`src/rtl/fizzbuzz_line_gen_if.sv`:
```
// rtl/fizzbuzz_line_gen_if.sv - value capture / line commit bus between frame counter, generator and renderer
interface fizzbuzz_line_gen_if #(
    parameter int VALUE_W = 6
);
    logic               newframe;
    logic [VALUE_W-1:0] value_in;
    logic               value_valid;
    logic               busy;
    logic [31:0]        line;
    logic               line_valid;

    modport master (
        output newframe, value_in, value_valid,
        input  busy, line, line_valid
    );

    modport slave (
        input  newframe, value_in, value_valid,
        output busy, line, line_valid
    );
endinterface

```
`src/rtl/fizzbuzz_line_gen.sv`:
```
// rtl/fizzbuzz_line_gen.sv - serial BCD + mod-3/mod-5 FizzBuzz line generator, frame-synchronous commit
module fizzbuzz_line_gen #(
    parameter int VALUE_W    = 6,
    parameter int BCD_DIGITS = 2
) (
    input  logic                clk,
    input  logic                rst,
    fizzbuzz_line_gen_if.slave  bus
);
    localparam int CNT_W = $clog2(VALUE_W + 1);
    localparam int BCD_W = 4 * BCD_DIGITS;

    localparam logic [1:0] IDLE    = 2'd0;
    localparam logic [1:0] CONV    = 2'd1;
    localparam logic [1:0] COMPOSE = 2'd2;
    localparam logic [1:0] PEND    = 2'd3;

    localparam logic [31:0] LINE_FIZZBUZZ = 32'hEEDA_EECB;
    localparam logic [31:0] LINE_FIZZ     = 32'hFFFF_EECB;
    localparam logic [31:0] LINE_BUZZ     = 32'hFFFF_EEDA;

    logic [1:0]         state;
    logic [VALUE_W-1:0] shreg;
    logic [CNT_W-1:0]   cnt;
    logic [BCD_W-1:0]   bcd;
    logic [1:0]         r3;
    logic [2:0]         r5;
    logic [31:0]        next_line;
    logic [31:0]        line_q;
    logic               line_valid_q;

    logic               bit_in;
    logic [BCD_W-1:0]   bcd_adj;
    logic [BCD_W-1:0]   bcd_shift;
    logic [2:0]         t3;
    logic [2:0]         t3_red;
    logic [3:0]         t5;
    logic [3:0]         t5_red;
    logic [31:0]        digit_line;
    logic [31:0]        composed;

    assign bit_in = shreg[VALUE_W-1];

    // One double-dabble step: correct digits >= 5 before the shift so they carry as decimal.
    always_comb begin
        bcd_adj = bcd;
        for (int i = 0; i < BCD_DIGITS; i++) begin
            if (bcd[i*4 +: 4] >= 4'd5)
                bcd_adj[i*4 +: 4] = bcd[i*4 +: 4] + 4'd3;
        end
        bcd_shift = {bcd_adj[BCD_W-2:0], bit_in};
    end

    // Remainders stay below the modulus, so a single conditional subtract suffices.
    always_comb begin
        t3     = {r3, bit_in};
        t3_red = (t3 >= 3'd3) ? t3 - 3'd3 : t3;
        t5     = {r5, bit_in};
        t5_red = (t5 >= 4'd5) ? t5 - 4'd5 : t5;
    end

    // Walk digits from most significant, packing from the leftmost char once a nonzero is seen.
    always_comb begin
        int   pos;
        logic started;
        pos        = 0;
        started    = 1'b0;
        digit_line = '1;
        for (int i = BCD_DIGITS - 1; i >= 0; i--) begin
            if (started || (bcd[i*4 +: 4] != 4'd0)) begin
                started                  = 1'b1;
                digit_line[pos*4 +: 4]   = bcd[i*4 +: 4];
                pos                      = pos + 1;
            end
        end
        if (r3 == 2'd0 && r5 == 3'd0)
            composed = LINE_FIZZBUZZ;
        else if (r3 == 2'd0)
            composed = LINE_FIZZ;
        else if (r5 == 3'd0)
            composed = LINE_BUZZ;
        else
            composed = digit_line;
    end

    always_ff @(posedge clk) begin
        if (rst) begin
            state        <= IDLE;
            shreg        <= '0;
            cnt          <= '0;
            bcd          <= '0;
            r3           <= '0;
            r5           <= '0;
            next_line    <= '0;
            line_q       <= 32'hFFFF_FFFF;
            line_valid_q <= 1'b0;
        end else begin
            line_valid_q <= 1'b0;
            case (state)
                IDLE: begin
                    if (bus.value_valid) begin
                        shreg <= bus.value_in;
                        cnt   <= '0;
                        bcd   <= '0;
                        r3    <= '0;
                        r5    <= '0;
                        state <= CONV;
                    end
                end
                CONV: begin
                    shreg <= {shreg[VALUE_W-2:0], 1'b0};
                    bcd   <= bcd_shift;
                    r3    <= t3_red[1:0];
                    r5    <= t5_red[2:0];
                    cnt   <= cnt + 1'b1;
                    if (cnt == CNT_W'(VALUE_W - 1))
                        state <= COMPOSE;
                end
                COMPOSE: begin
                    next_line <= composed;
                    state     <= PEND;
                end
                PEND: begin
                    if (bus.newframe) begin
                        line_q       <= next_line;
                        line_valid_q <= 1'b1;
                        state        <= IDLE;
                    end
                end
                default: state <= IDLE;
            endcase
        end
    end

    assign bus.busy       = (state != IDLE);
    assign bus.line       = line_q;
    assign bus.line_valid = line_valid_q;
endmodule
```
`src/flat_wrapper.sv`:
```
// flat-port wrapper written by rule: the top's interface ports become plain ports
module fizzbuzz_line_gen_flat 
#(
    parameter int VALUE_W    = 6,
    parameter int BCD_DIGITS = 2
)
  (clk, rst, bus_newframe, bus_value_in, bus_value_valid, bus_busy, bus_line, bus_line_valid);
  fizzbuzz_line_gen_if #(.VALUE_W(VALUE_W)) bus_i ();
  input  logic clk;
  input  logic rst;
  input wire logic [$bits(bus_i.newframe)-1:0] bus_newframe;
  input wire logic [$bits(bus_i.value_in)-1:0] bus_value_in;
  input wire logic [$bits(bus_i.value_valid)-1:0] bus_value_valid;
  output wire logic [$bits(bus_i.busy)-1:0] bus_busy;
  output wire logic [$bits(bus_i.line)-1:0] bus_line;
  output wire logic [$bits(bus_i.line_valid)-1:0] bus_line_valid;
  assign bus_i.newframe = bus_newframe;
  assign bus_i.value_in = bus_value_in;
  assign bus_i.value_valid = bus_value_valid;
  assign bus_busy = bus_i.busy;
  assign bus_line = bus_i.line;
  assign bus_line_valid = bus_i.line_valid;
  fizzbuzz_line_gen #(.VALUE_W(VALUE_W), .BCD_DIGITS(BCD_DIGITS)) u_core (.clk(clk), .rst(rst), .bus(bus_i));
endmodule
```
`config.mk`:
```
export PLATFORM = sky130hd
export DESIGN_NAME = fizzbuzz_line_gen_flat
export DESIGN_NICKNAME = d
export VERILOG_FILES = /design/src/rtl/fizzbuzz_line_gen_if.sv /design/src/rtl/fizzbuzz_line_gen.sv /design/src/flat_wrapper.sv
export SDC_FILE = /design/constraint.sdc
export NUM_CORES = 1
export LEC_CHECK = 0
export BUFFER_PORTS_ARGS = -buffer_cell sky130_fd_sc_hd__buf_2
export CAP_MARGIN = 20
export CORE_MARGIN = 2
export CORE_UTILIZATION = 55
export DETAILED_ROUTE_END_ITERATION = 7
export PLACE_DENSITY = 0.79
export SYNTH_ARGS = -nofsm -noshare
export SYNTH_HDL_FRONTEND = slang
export SYNTH_SLANG_ARGS = --single-unit
```
`constraint.sdc`:
```
create_clock -name clk -period 4.03 [get_ports clk]
set_input_delay 0.2015 -clock clk [delete_from_list [all_inputs] [get_ports clk]]
set_output_delay 0.2015 -clock clk [all_outputs]
set_load 0.05 [all_outputs]
```
==> results of run 1 <==
[worst max-delay path: cells and delay by family, from the launching register on]
kind                       cells  cell delay, ps
AOI/OAI and AO/OA              1             290
adders and majority gates      1             510
buffers and inverters          1             110
DFF                            1             350
and+or+nand+nor                3             860
[cells by family (layout without fill, tap and decap cells)]
family                   after synthesis  in the layout  synth area share [%]
XOR/XNOR                               4              4                  1.47
adder cells (fa/ha/maj)               14             14                  7.33
flip-flops                            47             47                  39.4
multiplexers                          12             12                  5.03
AO/OA/AOI/OAI                         61             61                  18.6
buffers and inverters                 49             66                  11.4
AND/OR/NAND/NOR                       76             76                  16.8
[worst max-delay path by stage]
stage / from / to / slack, ps / cells after the start
4_1_cts: u_core.state[1] / u_core.r5[1] / 1790 / 6
5_1_grt: u_core.state[1] / u_core.bcd[5] / 1560 / 6
3_3_place_gp: u_core.state[1] / u_core.bcd[4] / 1890 / 6
3_5_place_dp: u_core.state[1] / u_core.r5[1] / 1810 / 6
2_1_floorplan: u_core.state[0] / u_core.state[1] / 2460 / 6
6_report: u_core.state[1] / u_core.bcd[1] / 1810 / 6
[layer usage]
metal / up-vias / global-route usage (%) / part of all wire [%]
met5: - / 0 / 0
met4: 0 / 7.69 / 1.9
met3: 8 / 3.46 / 6.1
met2: 58 / 31.3 / 47
met1: 831 / 24.0 / 45
li1: 939 / - / -
[layout make-up]
cell class | instances | area share [%]
Clock buffer | 5 | 2.68
Clock inverter | 3 | 1.71
Inverter | 15 | 2.20
Multi-Input combinational cell | 167 | 45.9
Sequential cell | 47 | 36.7
Tap cell | 50 | 2.44
Timing Repair Buffer | 43 | 8.39
[power by group]
group	internal, mW	switching [mW]
Combinational	0.212	0.437
Sequential	0.549	0.0621
Clock	0.185	0.162
[layout by cell type, fill, tap and decap left out, types with 2 or more instances in the layout]
cell type / count
nand2_1: 9
a311oi_1: 3
nor2b_1: 2
a211oi_1: 7
nor3_1: 5
inv_1: 15
nor2_1: 30
and3_1: 11
a211o_1: 11
nand2b_1: 4
nor4b_1: 3
nor4_1: 3
xnor2_1: 4
a21oi_1: 14
a22o_1: 7
nand3_1: 3
mux2i_1: 12
clkbuf_8: 5
dfxtp_1: 47
buf_2: 43
ha_1: 14
o21ai_0: 8
[through the flow]
step	power, mW	worst slack, ps	hold WS [ps]
3_5_place_dp	1.27	1810	442
2_1_floorplan	1.17	2460	366
4_1_cts	1.62	1790	185
6_report	1.61	1810	188
3_3_place_gp	1.25	1890	439
5_1_grt	1.72	1560	184
[registers in the layout, indices dropped and copies added, names as in the netlist]
| signal | count |
|---|---|
| u_core.r3 | 2 |
| u_core.bus.line_valid | 1 |
| u_core.r5 | 3 |
| u_core.state | 2 |
| u_core.cnt | 3 |
| u_core.bcd | 8 |
| u_core.shreg | 6 |
| u_core.next_line | 11 |
| u_core.bus.line | 11 |
==> qor.csv, run 1 <==
stage,metric,value,unit
status,status,completed,
floorplan,die_area,4890,µm²
final_layout,areaGrowthSynthToFinish,7.28,%
floorplan,ioPinCount,44,
critical_path,critPathSlowestCell,nor2_1,
route,drc,0,
final_layout,multiInputGateArea,1180,µm²
min_path,worstHoldStart,bus_value_in[0],
sta,tightest_slew,795,ps
yosys,synth_seq_cells,47,
final_layout,final_area,2560,µm²
floorplan,die_y,69.9,µm
critical_path,cp_max_fo,15,
clock_tree,hold_buffers,0,
final_layout,fin_util,62.7,%
yosys,ys_dominant_reg_cell,dfxtp_1,
yosys,synth.largest_area_cell,dfxtp_1,
grt,grt_pass1_wl,7510,µm
critical_path,max_stage_delay,530,ps
floorplan,std_cell_rows,23,
critical_path,ff2ff_setup_slack,1810,ps
sta,setup_viol,0,
route,drt-pass1-iter-count,4,
min_path,whs_path_depth,3,
yosys,synth_cell_types,41,
final_layout,drive_gt1_share,20.0,%
yosys,avgSynthCellArea,9.09,µm²
clock_tree,cts_resized,0,
grt,grtUsageTotal,18.8,%
critical_path,cp.arrival,2420,ps
critical_path,startpoint_type,register,
sta,maxSlewViolCount,0,
final_layout,nets,303,
final_layout,n_fill_cell,365,
clock_tree,cts.sinks,47,
critical_path,path_cells,inv_1 -> ha_1 -> nor2_1 -> nor2_1 -> nor2_1 -> a22o_1,
critical_path,r2r-end,u_core.bcd[1],
critical_path,timing.rr.start,u_core.state[1],
placement,gp_congestion,0.799,
floorplan,coreArea,4090,µm²
yosys,synthDominantCellAreaShare,39.4,%
power_and_ir_drop,p_leak,1.04,nW
floorplan,dieWidth,69.9,µm
yosys,synth.most_common_cell,dfxtp_1,
clock_tree,cts_buffer_depth,2,
sta,grt_setup_unrepaired,false,
sta,relSlewSlack,47.0,%
yosys,syn_nets,287,
yosys,yosysWarnings,0,
grt,grt_pass1_vias,1628,
route,via_per_inst,5.56,
clock_tree,clk_pin_slew,80,ps
sta,skew,7.58,ps
clock_tree,htreeDepth,2,
grt,antenna_found_initial,0,
sta,period_needed,2220,ps
clock_tree,cts_made_buffers,5,
yosys,syn-cell-area,2390,µm²
power_and_ir_drop,p_per_area,627,nW/µm²
final_layout,antenna_cells,0,
sta,fmax,450,MHz
clock_tree,clk_latency,300,ps
placement,dp_cells,322,
critical_path,required,4230,ps
sta,hold_viol_final,0,
yosys,synth_area_leaders,"dfxtp_1 39%, ha_1 7.3%, buf_4 6.6%, mux2i_1 5.0%, nor2_1 4.7%",
route,postRouteAntennaNets,0,
clock_tree,cts_root_buf,clkbuf_8,
placement,port_buffers,43,
yosys,seq_area_frac_synth,39.4,%
sta,min_period_over_period,55.1,%
route,wl_per_cell,13.3,µm
run,cap_violations,0,
route,vias,1836,
yosys,netlist_instances,263,
yosys,async_flop_share,0,%
placement,hpwl,3160,µm
clock_tree,cts_tree,yes,
final_layout,register_area,941,µm²
final_layout,finalNonFillerCells,330,
min_path,hold_end,u_core.shreg[0],
route,finalWirelength,4400,µm
yosys,synth_enable_flop_cells,0,
yosys,synth_common_cells,"47 x dfxtp_1, 30 x nor2_1, 21 x buf_4",
critical_path,end_kind,register,
critical_path,crit_type,reg2reg,
grt,grt_max_degree,44,
critical_path,rr_worst_depth,6,
power_and_ir_drop,peakVddDrop,0.402,mV
grt,grt.overflow.total,0,
critical_path,crit_path_frequent_cell,nor2_1,
clock_tree,postCtsSetupBuffers,0,
placement,place_area,2450,µm²
min_path,holdCritPathClass,in2reg,
floorplan,start_util,58.5,%
sta,fin_tns_setup,0,ps
route,drt_iter0_drc,154,
No activity file was read; power rests on OpenSTA's default activity.
==> inputs of run 2 (changes only) <==
- clock period: 4.03 -> 2.3 ns (I/O delays scaled with it)
==> run 2 against run 1 <==
Clock-buffer cell count up 2. First-iteration DRC count is 44% lower. Critical path depth down 1. Critical path type unchanged.
==> qor.csv, run 2 (synthesis gave the netlist of run 1 again) <==
stage,metric,value,unit,change
final_layout,nets,307,,+1.3%
route,vias,1836,,unchanged
sta,setup_viol,0,,unchanged
final_layout,antenna_cells,0,,unchanged
grt,grt_max_degree,23,,-48%
final_layout,multiInputGateArea,1180,µm²,unchanged
sta,fmax,536,MHz,+19%
critical_path,cp_max_fo,15,,unchanged
power_and_ir_drop,p_int,1.59,mW,+68%
clock_tree,cts_root_buf,clkbuf_8,,
clock_tree,htreeDepth,2,,unchanged
final_layout,n_fill_cell,366,,+0.27%
clock_tree,clk_pin_slew,80,ps,about the same
power_and_ir_drop,pwr-share-clk,17.5,%,-4.1 points
grt,grt_pass1_wl,7390,µm,-1.7%
placement,gp_congestion,0.802,,+0.43%
status,status,completed,,
critical_path,timing.rr.start,u_core.state[1],,
power_and_ir_drop,p_per_area,1070,nW/µm²,+71%
floorplan,start_util,58.5,%,unchanged
critical_path,end_kind,register,,
clock_tree,cts_resized,0,,unchanged
critical_path,cp.arrival,2050,ps,-370 ps
final_layout,register_area,941,µm²,unchanged
critical_path,crit_type,reg2reg,,
route,wl_per_cell,13.2,µm,-1.0%
floorplan,die_y,69.9,µm,unchanged
critical_path,crit_start,u_core.state[1],,
final_layout,layout_commonest_cell,dfxtp_1,,
clock_tree,cts_buffer_depth,2,,unchanged
final_layout,drive_gt1_share,20.4,%,+0.42 points
clock_tree,postCtsSetupBuffers,0,,unchanged
route,drc,0,,unchanged
sta,fin_tns_setup,0,ps,unchanged
route,drt_iter0_drc,86,,-44%
route,finalWirelength,4410,µm,+0.16%
grt,grt.overflow.total,0,,unchanged
clock_tree,cts.sinks,47,,unchanged
floorplan,dieWidth,69.9,µm,unchanged
sta,tightest_slew,593,ps,-202 ps
placement,port_buffers,43,,unchanged
clock_tree,clk_latency,300,ps,about the same
placement,dp_cells,326,,+1.2%
floorplan,ioPinCount,44,,unchanged
sta,hold_viol_final,0,,unchanged
min_path,holdCritPathClass,in2reg,,
power_and_ir_drop,p_comb_share,43.6,%,+3.2 points
final_layout,final_cell_mix,"47 x dfxtp_1, 43 x buf_2, 30 x nor2_1, 15 x inv_1",,
grt,grt_pass1_vias,1644,,+0.98%
power_and_ir_drop,p_total,2.74,mW,+70%
sta,period_needed,1870,ps,-356 ps
run,cap_violations,0,,unchanged
floorplan,coreArea,4090,µm²,unchanged
route,via_per_inst,5.50,,-1.2%
critical_path,required,2480,ps,-1750 ps
power_and_ir_drop,netSwitchingFraction,41.9,%,+0.77 points
final_layout,finalNonFillerCells,334,,+1.2%
final_layout,areaGrowthSynthToFinish,7.23,%,about the same
sta,skew,1.49,ps,-6.09 ps
clock_tree,cts_tree,yes,,
power_and_ir_drop,peakVddDrop,0.683,mV,+70%
sta,relSlewSlack,60.5,%,+13 points
power_and_ir_drop,p_leak,1.05,nW,+0.37%
sta,maxSlewViolCount,0,,unchanged
power_and_ir_drop,seq_power_share,38.9,%,+0.8 points
clock_tree,cts_made_buffers,5,,unchanged
power_and_ir_drop,power_switching,1.15,mW,+74%
grt,antenna_found_initial,0,,unchanged
clock_tree,hold_buffers,0,,unchanged
min_path,worstHoldStart,bus_value_in[0],,
grt,grtUsageTotal,18.7,%,-0.17 points
placement,hpwl,3200,µm,+1.2%
sta,min_period_over_period,81.1,%,+26 points
floorplan,std_cell_rows,23,,unchanged
critical_path,startpoint_type,register,,
sta,grt_setup_unrepaired,false,,
route,postRouteAntennaNets,0,,unchanged
route,drt-pass1-iter-count,4,,unchanged
floorplan,die_area,4890,µm²,unchanged
-- run 2: cell count changes in the layout (fill, tap and decap cells not counted), sizes merged --
cell and change:
bufinv -1, clkinv -1, buf +4, clkbuf +2
-- run 2: worst max-delay path, cell delays in order, from the launching register on --
cell and delay (ps):
dfxtp_1 390, inv_1 100, ha_1 400, a221oi_1 560, mux2i_1 260, nor2_1 50
-- run 2: per-stage QoR --
| stage | utilization (%) | area [µm²] | hold slack (ps) | setup WS [ps] |
|---|---|---|---|---|
| final | 62.7 | 2560 | 85.8 | 434 |
| after global routing | 62.7 | 2560 | 96.9 | 303 |
| after CTS | 62.7 | 2560 | 82.1 | 456 |
| after detailed placement | 60.7 | 2480 | 405 | 466 |
| after global placement | 60.7 | 2480 | 400 | 553 |
| after floorplan | - | 2390 | 279 | 730 |
-- run 2: power groups by stage --
| stage | sequential (mW) | combinational [mW] | clock, mW |
|---|---|---|---|
| finish | 1.07 | 1.19 | 0.478 |
| global route | 1.09 | 1.31 | 0.520 |
| CTS | 1.07 | 1.20 | 0.489 |
| detailed placement | 1.09 | 1.19 | 0 |
| global placement | 1.08 | 1.17 | 0 |
| floorplan | 1.13 | 0.919 | 0 |
-- run 2: layout make-up --
type / count / area share (%)
Multi-Input combinational cell: 167 / 45.9
Sequential cell: 47 / 36.7
Timing Repair Buffer: 47 / 9.57
Clock buffer: 7 / 2.98
Tap cell: 50 / 2.44
Inverter: 15 / 2.20
Clock inverter: 1 / 0.195
-- run 2: final timing paths --
path | end | slack, ps | cells past startpoint
worst min register to register | u_core.next_line[5] | 460 | 2
worst min-delay path | u_core.shreg[0] | 90 | 3
worst max-delay path | u_core.state[1] | 430 | 5
worst max register to register | u_core.state[1] | 430 | 5
-- run 2: routing by layer --
layer	GRT usage (%)	wire length (µm)
met1	23.0	2040
met5	0	0
met2	31.1	2070
met3	5.05	231
met4	7.05	63
==> inputs of run 3 (changes only) <==
- ABC_AREA: default -> 1
- clock period: 2.3 -> 1.9 ns (I/O delays scaled with it)
==> run 3 against run 2 <==
Combinational power rose by 13%. Final area up 6.2%. Critical path type unchanged. Flip-flop and latch count unchanged. Critical endpoint is now u_core.r3[0]. Fmax up 15%. Routed wire length up 7.3%.
==> qor.csv, run 3 <==
stage,metric,value,unit,change
sta,fmax,616,MHz,+15%
clock_tree,clk_pin_slew,90,ps,about the same
final_layout,antenna_cells,0,,unchanged
critical_path,crit_type,reg2reg,,
sta,min_period_over_period,85.5,%,+4.3 points
power_and_ir_drop,p_leak,1.27,nW,+21%
floorplan,start_util,57.5,%,-0.94 points
sta,hold_viol_final,0,,unchanged
sta,grt_setup_unrepaired,false,,
critical_path,startpoint_type,register,,
sta,period_needed,1620,ps,-242 ps
critical_path,required,2100,ps,-380 ps
min_path,holdCritPathClass,in2reg,,
sta,setup_viol,0,,unchanged
final_layout,nets,388,,+26%
floorplan,std_cell_rows,24,,+4.3%
sta,skew,9.18,ps,+7.69 ps
critical_path,cp.arrival,1820,ps,-230 ps
status,status,completed,,
clock_tree,cts_resized,0,,unchanged
sta,tightest_slew,464,ps,-129 ps
clock_tree,cts_tree,yes,,
clock_tree,cts_buffer_depth,2,,unchanged
placement,dp_cells,409,,+25%
placement,hpwl,3450,µm,+7.9%
sta,maxSlewViolCount,0,,unchanged
sta,fin_tns_setup,0,ps,unchanged
yosys,synth_enable_flop_cells,0,,unchanged
yosys,syn-cell-area,2540,µm²,+6.3%
run,cap_violations,0,,unchanged
yosys,async_flop_share,0,%,unchanged
route,wl_per_cell,11.3,µm,-14%
final_layout,finalNonFillerCells,417,,+25%
final_layout,drive_gt1_share,23.3,%,+2.9 points
clock_tree,hold_buffers,0,,unchanged
route,vias,2134,,+16%
grt,grt.overflow.total,0,,unchanged
power_and_ir_drop,p_total,3.36,mW,+23%
final_layout,n_fill_cell,389,,+6.3%
yosys,avgSynthCellArea,7.41,µm²,-19%
grt,grt_pass1_vias,1907,,+16%
grt,grt_max_degree,21,,-8.7%
critical_path,end_kind,register,,
route,drt-pass1-iter-count,4,,unchanged
route,finalWirelength,4730,µm,+7.3%
clock_tree,clk_latency,300,ps,about the same
yosys,yosysWarnings,0,,unchanged
clock_tree,cts_root_buf,clkbuf_8,,
critical_path,cp_max_fo,15,,unchanged
floorplan,ioPinCount,44,,unchanged
route,via_per_inst,5.12,,-6.9%
clock_tree,htreeDepth,2,,unchanged
yosys,synth.most_common_cell,nand2_1,,
route,drc,0,,unchanged
floorplan,coreArea,4410,µm²,+8.0%
floorplan,dieWidth,72.0,µm,+2.9%
power_and_ir_drop,peakVddDrop,0.765,mV,+12%
yosys,synthDominantCellAreaShare,37.0,%,-2.3 points
yosys,synth.largest_area_cell,dfxtp_1,,
final_layout,layout_commonest_cell,nand2_1,,
clock_tree,cts.sinks,47,,unchanged
route,drt_iter0_drc,89,,+3.5%
floorplan,die_area,5180,µm²,+5.9%
clock_tree,cts_made_buffers,5,,unchanged
route,postRouteAntennaNets,0,,unchanged
yosys,synth_area_leaders,"dfxtp_1 37%, nand2_1 13%, ha_1 6.9%, nand3_1 6.9%, buf_4 6.8%",,
grt,grtUsageTotal,19.1,%,+0.43 points
grt,antenna_found_initial,0,,unchanged
yosys,synth_cell_types,29,,-29%
placement,port_buffers,43,,unchanged
critical_path,ff2ff_setup_slack,280,ps,-160 ps
placement,gp_congestion,0.825,,+2.8%
yosys,synth_common_cells,"87 x nand2_1, 47 x dfxtp_1, 35 x nand3_1",,
sta,relSlewSlack,68.9,%,+8.4 points
yosys,netlist_instances,343,,+30%
sta,fin_ws,276,ps,-158 ps
placement,pre_cts_ws,320,ps,-146 ps
yosys,synth_seq_cells,47,,unchanged
final_layout,areaGrowthSynthToFinish,7.09,%,
yosys,ys_dominant_reg_cell,dfxtp_1,,
yosys,syn_nets,367,,+28%
clock_tree,postCtsSetupBuffers,0,,unchanged
floorplan,die_y,72.0,µm,+2.9%
power_and_ir_drop,p_per_area,1230,nW/µm²,+15%
final_layout,final_cell_mix,"87 x nand2_1, 47 x dfxtp_1, 43 x buf_2, 35 x nand3_1, 33 x inv_1",,
final_layout,fin_util,61.6,%,-1.1 points
grt,grt_pass1_wl,7950,µm,+7.6%
yosys,seq_area_frac_synth,37.0,%,-2.3 points
run 3: cell count changes in the layout (fill, tap and decap cells not counted), sizes merged, moves of 4 or more:
cell / change
a22o: -7
nor3: -4
a21oi: +4
mux2i: -12
nand2: +92
nand2b: -4
and3: -11
a211o: -11
inv: +23
o211ai: +4
a211oi: -7
xnor2: -4
nand3: +32
run 3: kinds of logic after synthesis:
| group | share of synthesized area, % |
|---|---|
| AND/OR/NAND/NOR | 28.6 |
| buffers and inverters | 15.2 |
| flip-flops | 37.0 |
| AO/OA/AOI/OAI | 12.0 |
| adder cells (fa/ha/maj) | 6.90 |
| XOR/XNOR | 0.345 |
run 3: cell type report:
cell class | count | area (µm²) | share of cell area [%]
multi-input combinational | 226 | 1210 | 44.6
sequential | 47 | 941 | 34.6
timing repair buffer | 46 | 238 | 8.74
inverter | 38 | 148 | 5.43
clock buffer | 5 | 68.8 | 2.53
tap | 52 | 65.1 | 2.39
clock inverter | 3 | 46.3 | 1.70
run 3: routing by layer:
layer | GRT usage [%] | routed length [µm] | vias up
met4 | 4.82 | 32 | 0
met1 | 23.3 | 2110 | 951
met3 | 4.03 | 305 | 4
li1 | - | - | 1113
met5 | 0 | 0 | -
met2 | 34.3 | 2280 | 66
run 3: final timing paths:
path                                            from                   to  cells past startpoint
worst min-delay path                 bus_value_in[0]      u_core.shreg[0]                      3
worst min register to register  u_core.next_line[23]  u_core.bus.line[31]                      2
worst max-delay path                 u_core.state[1]         u_core.r3[0]                      9
worst max register to register       u_core.state[1]         u_core.r3[0]                      9
run 3: worst max-delay path, cell delays in order, from the launching register on:
cell     delay [ps]
dfxtp_1         340
inv_1           120
ha_1            400
nand2_4         120
nand2_4         180
inv_6           110
nand2_1          70
nand3_1          70
nand2_1          70
inv_1            40
run 3: where the power goes:
part           leakage [nW]  total, mW  switching, mW  internal (mW)
registers             0.383       1.27          0.117           1.16
logic                 0.835       1.34          0.965          0.373
clock network        0.0548      0.745          0.349          0.397
total                  1.27       3.36           1.43           1.93
run 3: per-stage QoR:
| stage | area [µm²] | hold WS, ps |
|---|---|---|
| detailed placement | 2610 | 381 |
| global placement | 2610 | 375 |
| finish | 2720 | 64.1 |
| global route | 2720 | 60.1 |
| floorplan | 2540 | 263 |
| CTS | 2720 | 62.6 |
